`src/rtl/mem_burst_pkg.sv`:
```
// mem_burst_pkg
//   Shared definitions for the cacheline <-> physical-memory burst protocol:
//   the adaptor FSM state type, line/beat geometry, and line/beat typedefs
//   used by the cache, the adaptor and the bench.
package mem_burst_pkg;

    localparam int LINE_BITS   = 256;
    localparam int BEAT_BITS   = 64;
    localparam int BEATS       = LINE_BITS / BEAT_BITS;
    localparam int OFFSET_BITS = 5;

    typedef logic [LINE_BITS-1:0] line_t;
    typedef logic [BEAT_BITS-1:0] beat_t;

    typedef enum logic [1:0] {
        ST_IDLE  = 2'd0,
        ST_READ  = 2'd1,
        ST_WRITE = 2'd2,
        ST_DONE  = 2'd3
    } burst_state_t;

endpackage

```
`src/rtl/cacheline_adaptor.sv`:
```
// cacheline_adaptor
//   Turns one cacheline read or write from the last-level cache into a
//   BEATS-beat burst on the physical-memory port, then pulses resp_o for one
//   cycle back to the cache.
//
// Ports
//   clk, rst     : clock, asynchronous active-high reset
//   line_i       : write data from cache (captured at request)
//   line_o       : read data to cache (valid while resp_o, held afterwards)
//   address_i    : line address from cache (captured at request)
//   read_i       : line read request (level, read wins over write)
//   write_i      : line write request (level)
//   resp_o       : one-cycle completion pulse
//   burst_i      : read beat from memory
//   burst_o      : write beat to memory (slot selected by beat counter)
//   address_o    : burst address, line-offset bits forced to zero
//   read_o       : burst read request to memory
//   write_o      : burst write request to memory
//   resp_i       : memory beat strobe, one beat per high cycle
module cacheline_adaptor #(
    parameter int LINE_BITS = 256,
    parameter int BEAT_BITS = 64,
    parameter int ADDR_BITS = 32
) (
    input  logic                 clk,
    input  logic                 rst,
    input  logic [LINE_BITS-1:0] line_i,
    output logic [LINE_BITS-1:0] line_o,
    input  logic [ADDR_BITS-1:0] address_i,
    input  logic                 read_i,
    input  logic                 write_i,
    output logic                 resp_o,
    input  logic [BEAT_BITS-1:0] burst_i,
    output logic [BEAT_BITS-1:0] burst_o,
    output logic [ADDR_BITS-1:0] address_o,
    output logic                 read_o,
    output logic                 write_o,
    input  logic                 resp_i
);
    import mem_burst_pkg::*;

    localparam int BEATS = LINE_BITS / BEAT_BITS;
    localparam int CNT_W = $clog2(BEATS);
    localparam int OFF_W = $clog2(LINE_BITS / 8);
    // Clears the byte-within-line bits so memory always sees a line-aligned address.
    localparam logic [ADDR_BITS-1:0] OFF_MASK = ADDR_BITS'((64'd1 << OFF_W) - 64'd1);
    localparam logic [CNT_W-1:0]     LAST_BEAT = CNT_W'(BEATS - 1);

    burst_state_t                          state_q;
    logic [CNT_W-1:0]                      cnt_q;
    logic [ADDR_BITS-1:0]                  addr_q;
    // Both line registers are beat-indexed; beat 0 is the least-significant slot.
    logic [BEATS-1:0][BEAT_BITS-1:0]       rline_q;
    logic [BEATS-1:0][BEAT_BITS-1:0]       wline_q;

    always_ff @(posedge clk or posedge rst) begin
        if (rst) begin
            state_q <= ST_IDLE;
            cnt_q   <= '0;
            addr_q  <= '0;
            rline_q <= '0;
            wline_q <= '0;
        end else begin
            case (state_q)
                ST_IDLE: begin
                    // Read has priority; a simultaneous write is dropped.
                    if (read_i) begin
                        addr_q  <= address_i & ~OFF_MASK;
                        cnt_q   <= '0;
                        state_q <= ST_READ;
                    end else if (write_i) begin
                        addr_q  <= address_i & ~OFF_MASK;
                        wline_q <= line_i;
                        cnt_q   <= '0;
                        state_q <= ST_WRITE;
                    end
                end
                ST_READ: begin
                    if (resp_i) begin
                        rline_q[cnt_q] <= burst_i;
                        // Counter wraps to zero on the final beat.
                        cnt_q          <= cnt_q + CNT_W'(1);
                        if (cnt_q == LAST_BEAT) state_q <= ST_DONE;
                    end
                end
                ST_WRITE: begin
                    if (resp_i) begin
                        cnt_q <= cnt_q + CNT_W'(1);
                        if (cnt_q == LAST_BEAT) state_q <= ST_DONE;
                    end
                end
                ST_DONE: state_q <= ST_IDLE;
                default: state_q <= ST_IDLE;
            endcase
        end
    end

    // Handshake outputs are pure decodes of the state register, so they
    // cannot glitch and drop in the same cycle resp_o rises.
    assign read_o    = (state_q == ST_READ);
    assign write_o   = (state_q == ST_WRITE);
    assign resp_o    = (state_q == ST_DONE);
    assign address_o = addr_q;
    assign line_o    = rline_q;
    assign burst_o   = wline_q[cnt_q];

endmodule

```
`config.mk`:
```
export PLATFORM = sky130hd
export DESIGN_NAME = cacheline_adaptor
export DESIGN_NICKNAME = d
export VERILOG_FILES = /design/src/rtl/mem_burst_pkg.sv /design/src/rtl/cacheline_adaptor.sv
export SDC_FILE = /design/constraint.sdc
export NUM_CORES = 1
export LEC_CHECK = 0
export CAP_MARGIN = 30
export CORE_AREA = 5 5 275 277
export DETAILED_ROUTE_END_ITERATION = 12
export DIE_AREA = 0 0 280 282
export GPL_TIMING_DRIVEN = 0
export SLEW_MARGIN = 0
export SYNTH_ARGS = -nofsm -noshare
export SYNTH_HDL_FRONTEND = slang
export SYNTH_SLANG_ARGS = --single-unit
```
`constraint.sdc`:
```
create_clock -name clk -period 24.3 [get_ports clk]
set_input_delay 4.86 -clock clk [delete_from_list [all_inputs] [get_ports clk]]
set_output_delay 4.86 -clock clk [all_outputs]
set_load 0.02 [all_outputs]
```
==> summary.md <==
| Metric | Value |
|---|---|
| Critical Path End Type | `primary output` |
| MaxCap Viol Count | `0` |
| Die area | `78960 um2` |
| Hold Path Sink | `wline_q[136]$_DFFE_PP0P_` |
| Final-layout fill cell count | `6563` |
| Reg2reg start | `cnt_q[1]$_DFFE_PP0P_` |
| Via Count | `13953` |
| Worst stage delay on the critical path | `0.73 ns` |
| Clk pin slew, worst setup/hold paths | `0.06 ns` |
| Worst IR Drop VDD | `0.07748 mV` |
| Iter 0 DRT Violations | `425` |
| Netlist cell types | `20` |
| Final Instance Count excl. Fillers | `3042` |
| Finish-stage setup viols | `0` |
| Met2 Use GR | `32.02%` |
| Dpl cells | `2922` |
| Worst r2r path cells | `7` |
| Initial antenna violation count | `16` |
| Worst Hold Class | `flip-flop to flip-flop` |
| Run status | `finished clean` |
| Die height | `282 um` |
| First-pass GRT wire length | `105300 um` |
| CTS Buf Count | `59` |
| RSZ-0062 raised after global routing | `false` |
| Sequential share of the synthesized area | `61.75%` |
| Root buffer cell | `clkbuf_16` |
| Core ar. | `72590 um2` |
| CP arrival | `3.14 ns` |
| CP max-delay cell | `clkdlybuf4s50_1` |
| Area Growth Syn to Fin | `47.07%` |
| LEAKAGE | `13.81 nW` |
| Routability cong. | `0.8080` |
| Total global-route track usage | `17.70%` |
| Clock tree buffer depth | `3` |
| Vias in the first global route | `15885` |
| Final Net Count | `2390` |
| Routed len/inst | `23.83 um` |
| Worst Setup Start Kind | `flip-flop` |
| Die width | `280 um` |
| Crit Path Category | `flip-flop to primary output` |
| Final Util | `44.58%` |
| Sink Count | `543` |
| Largest net degree at the start of global routing | `127` |
| CP max FO | `10` |
| Met1 usage | `19.99%` |
| Worst hold path cell count | `1` |
| Site Rows | `99` |
| GRT Residual Overflow | `0` |
| Synthesized flop and latch total | `543` |
| Post-CTS Hold Buffers | `0` |
| Grt peak-use layer | `met2` |
| Max-Slew Margin vs Limit | `43.68%` |
| Layout cells sized above 1 | `37.62%` |
| CTS tree | `yes` |
| Slew Limit Fails | `0` |
| I/O Buffers | `700` |
| Hold Path Origin | `wline_q[136]$_DFFE_PP0P_` |
| Setup_tns | `0 ns` |
| Detailed Routing Iterations Pass 1 | `4` |
| Post-CTS Setup Repair Bufs | `0` |
| Cts repair resizes | `0` |
| Post-route cell area | `32360 um2` |
| Pwr dens | `142.7 nW/um2` |
| I/O pin count | `712` |
| Min Tclk post-route | `8.003 ns` |
| Yosys warnings | `0` |
| Via density | `4.587` |
| DRT antenna net count | `0` |
| DP HPWL | `55290 um` |
| Initial core utilization | `30.31%` |
| Post-DP Area | `30340 um2` |
| Syn Area/Cell | `17.53 um2` |
| Worst Max-Slew Pin Slew | `0.8447 ns` |
| Clock skew | `0.01074 ns` |
| Worst path cell trace | `buf_2 -> clkbuf_1 -> mux4_2 -> clkdlybuf4s50_1` |
| RR Endpoint | `line_o[39]$_DFFE_PP0P_` |
| DRC violations left | `0` |
| Syn Inst Count | `1255` |
| Fmax | `125.0 MHz` |
| Reg-to-reg setup timing slack | `21.49 ns` |
| Worst-Skew Late Latency | `0.60 ns` |
| Syn Std Cell Area | `22000 um2` |
| Met3 Track Usage GR | `4.935%` |
| Final critical-path share of the clock period | `32.93%` |
| Detailed Route WL | `72480 um` |
| H-tree levels | `2` |
| WP data required | `19.44 ns` |
| Final hold violation count | `0` |
per-layer routing:
metal | routed length (um) | up-vias
li1 | - | 6131
met2 | 39030 | 410
met3 | 4787 | 110
met1 | 26470 | 7302
met5 | 0 | -
met4 | 2193 | 0
critical path: cells and delay by family (launching register included):
| kind | cells | cell delay (ns) |
|---|---|---|
| muxes | 1 | 0.35 |
| DFF | 1 | 0.41 |
| buffers and inverters | 3 | 1.77 |
worst max path at each step:
stage / from / endpoint / slack [ns] / cells past startpoint
final: cnt_q[1]$_DFFE_PP0P_ / burst_o[3] / 16.30 / 4
after global routing: cnt_q[1]$_DFFE_PP0P_ / burst_o[1] / 16.11 / 4
after CTS: cnt_q[1]$_DFFE_PP0P_ / burst_o[1] / 16.15 / 4
after detailed placement: cnt_q[1]$_DFFE_PP0P_ / burst_o[1] / 16.85 / 4
after global placement: rst / line_o[96]$_DFFE_PP0P_ / -1.98 / 2
after floorplan: rst / address_o[10]$_DFFE_PP0P_ / 4.26 / 1
synthesized netlist by cell type, drive strengths merged:
cell type  count  area [um2]
dfrtp        543       13590
nand2          4       15.01
conb           1       3.750
o21ai          2       13.76
nor3b          1       7.510
mux2         539        6070
inv            5       18.77
mux4          64        1441
ha             9       112.6
nand3          4       40.04
mux2i          6       60.06
nand3b         1       20.02
clkbuf        11       101.4
nor2           1       3.750
a21oi          1       5.000
buf           63       503.0
cells in the final DEF (no fill, tap or decap), drive strengths merged:
master | Yosys | layout
mux4 | 64 | 64
ha | 9 | 9
dfrtp | 543 | 543
clkinv | 0 | 13
diode | 0 | 15
inv | 5 | 6
nand2 | 4 | 4
nand3 | 4 | 4
clkinvlp | 0 | 3
a21oi | 1 | 1
mux2 | 539 | 539
nand3b | 1 | 1
conb | 1 | 5
bufinv | 0 | 5
nor3b | 1 | 1
buf | 63 | 67
clkbuf | 11 | 94
mux2i | 6 | 6
nor2 | 1 | 1
clkdlybuf4s50 | 0 | 700
o21ai | 2 | 2
logic make-up after synthesis:
family | share of synthesized area (%)
buf+inv | 2.832
flops | 61.75
fa+ha+maj | 0.5118
compound gates | 0.08526
simple gates | 0.3923
mux | 34.41
other cells | 0.01704
registers in the layout (all words and copies together) (netlist names):
register	count
address_o	27
cnt_q	2
line_o	256
state_q	2
wline_q	256
metrics by stage:
step / power [W] / worst slack [ns] / hold slack, ns
floorplan: 0.002708 / 4.261 / 0.4738
CTS: 0.004691 / 16.15 / 0.5005
detailed placement: 0.003748 / 16.85 / 0.4871
finish: 0.004618 / 16.30 / 0.4986
global route: 0.004847 / 16.11 / 0.5123
global placement: 0.003706 / -1.982 / 0.4823
area by class of cell:
cell class / count / area, um2 / area share (%)
Buffer: 74 / 604.3 / 1.868
Antenna cell: 15 / 37.54 / 0.1160
Multi-Input combinational cell: 637 / 7807 / 24.13
Sequential cell: 543 / 13590 / 41.99
Tap cell: 959 / 1200 / 3.708
Clock inverter: 22 / 250.2 / 0.7733
Timing Repair Buffer: 704 / 7117 / 21.99
Clock buffer: 83 / 1729 / 5.344
Inverter: 5 / 26.28 / 0.08120
power by group:
group | internal [W] | switching, W
clock network | 0.000545 | 0.000368
registers | 0.00136 | 0.000229
logic | 0.00114 | 0.000976
total | 0.00305 | 0.00157
Power figures use the tool's default switching activity.
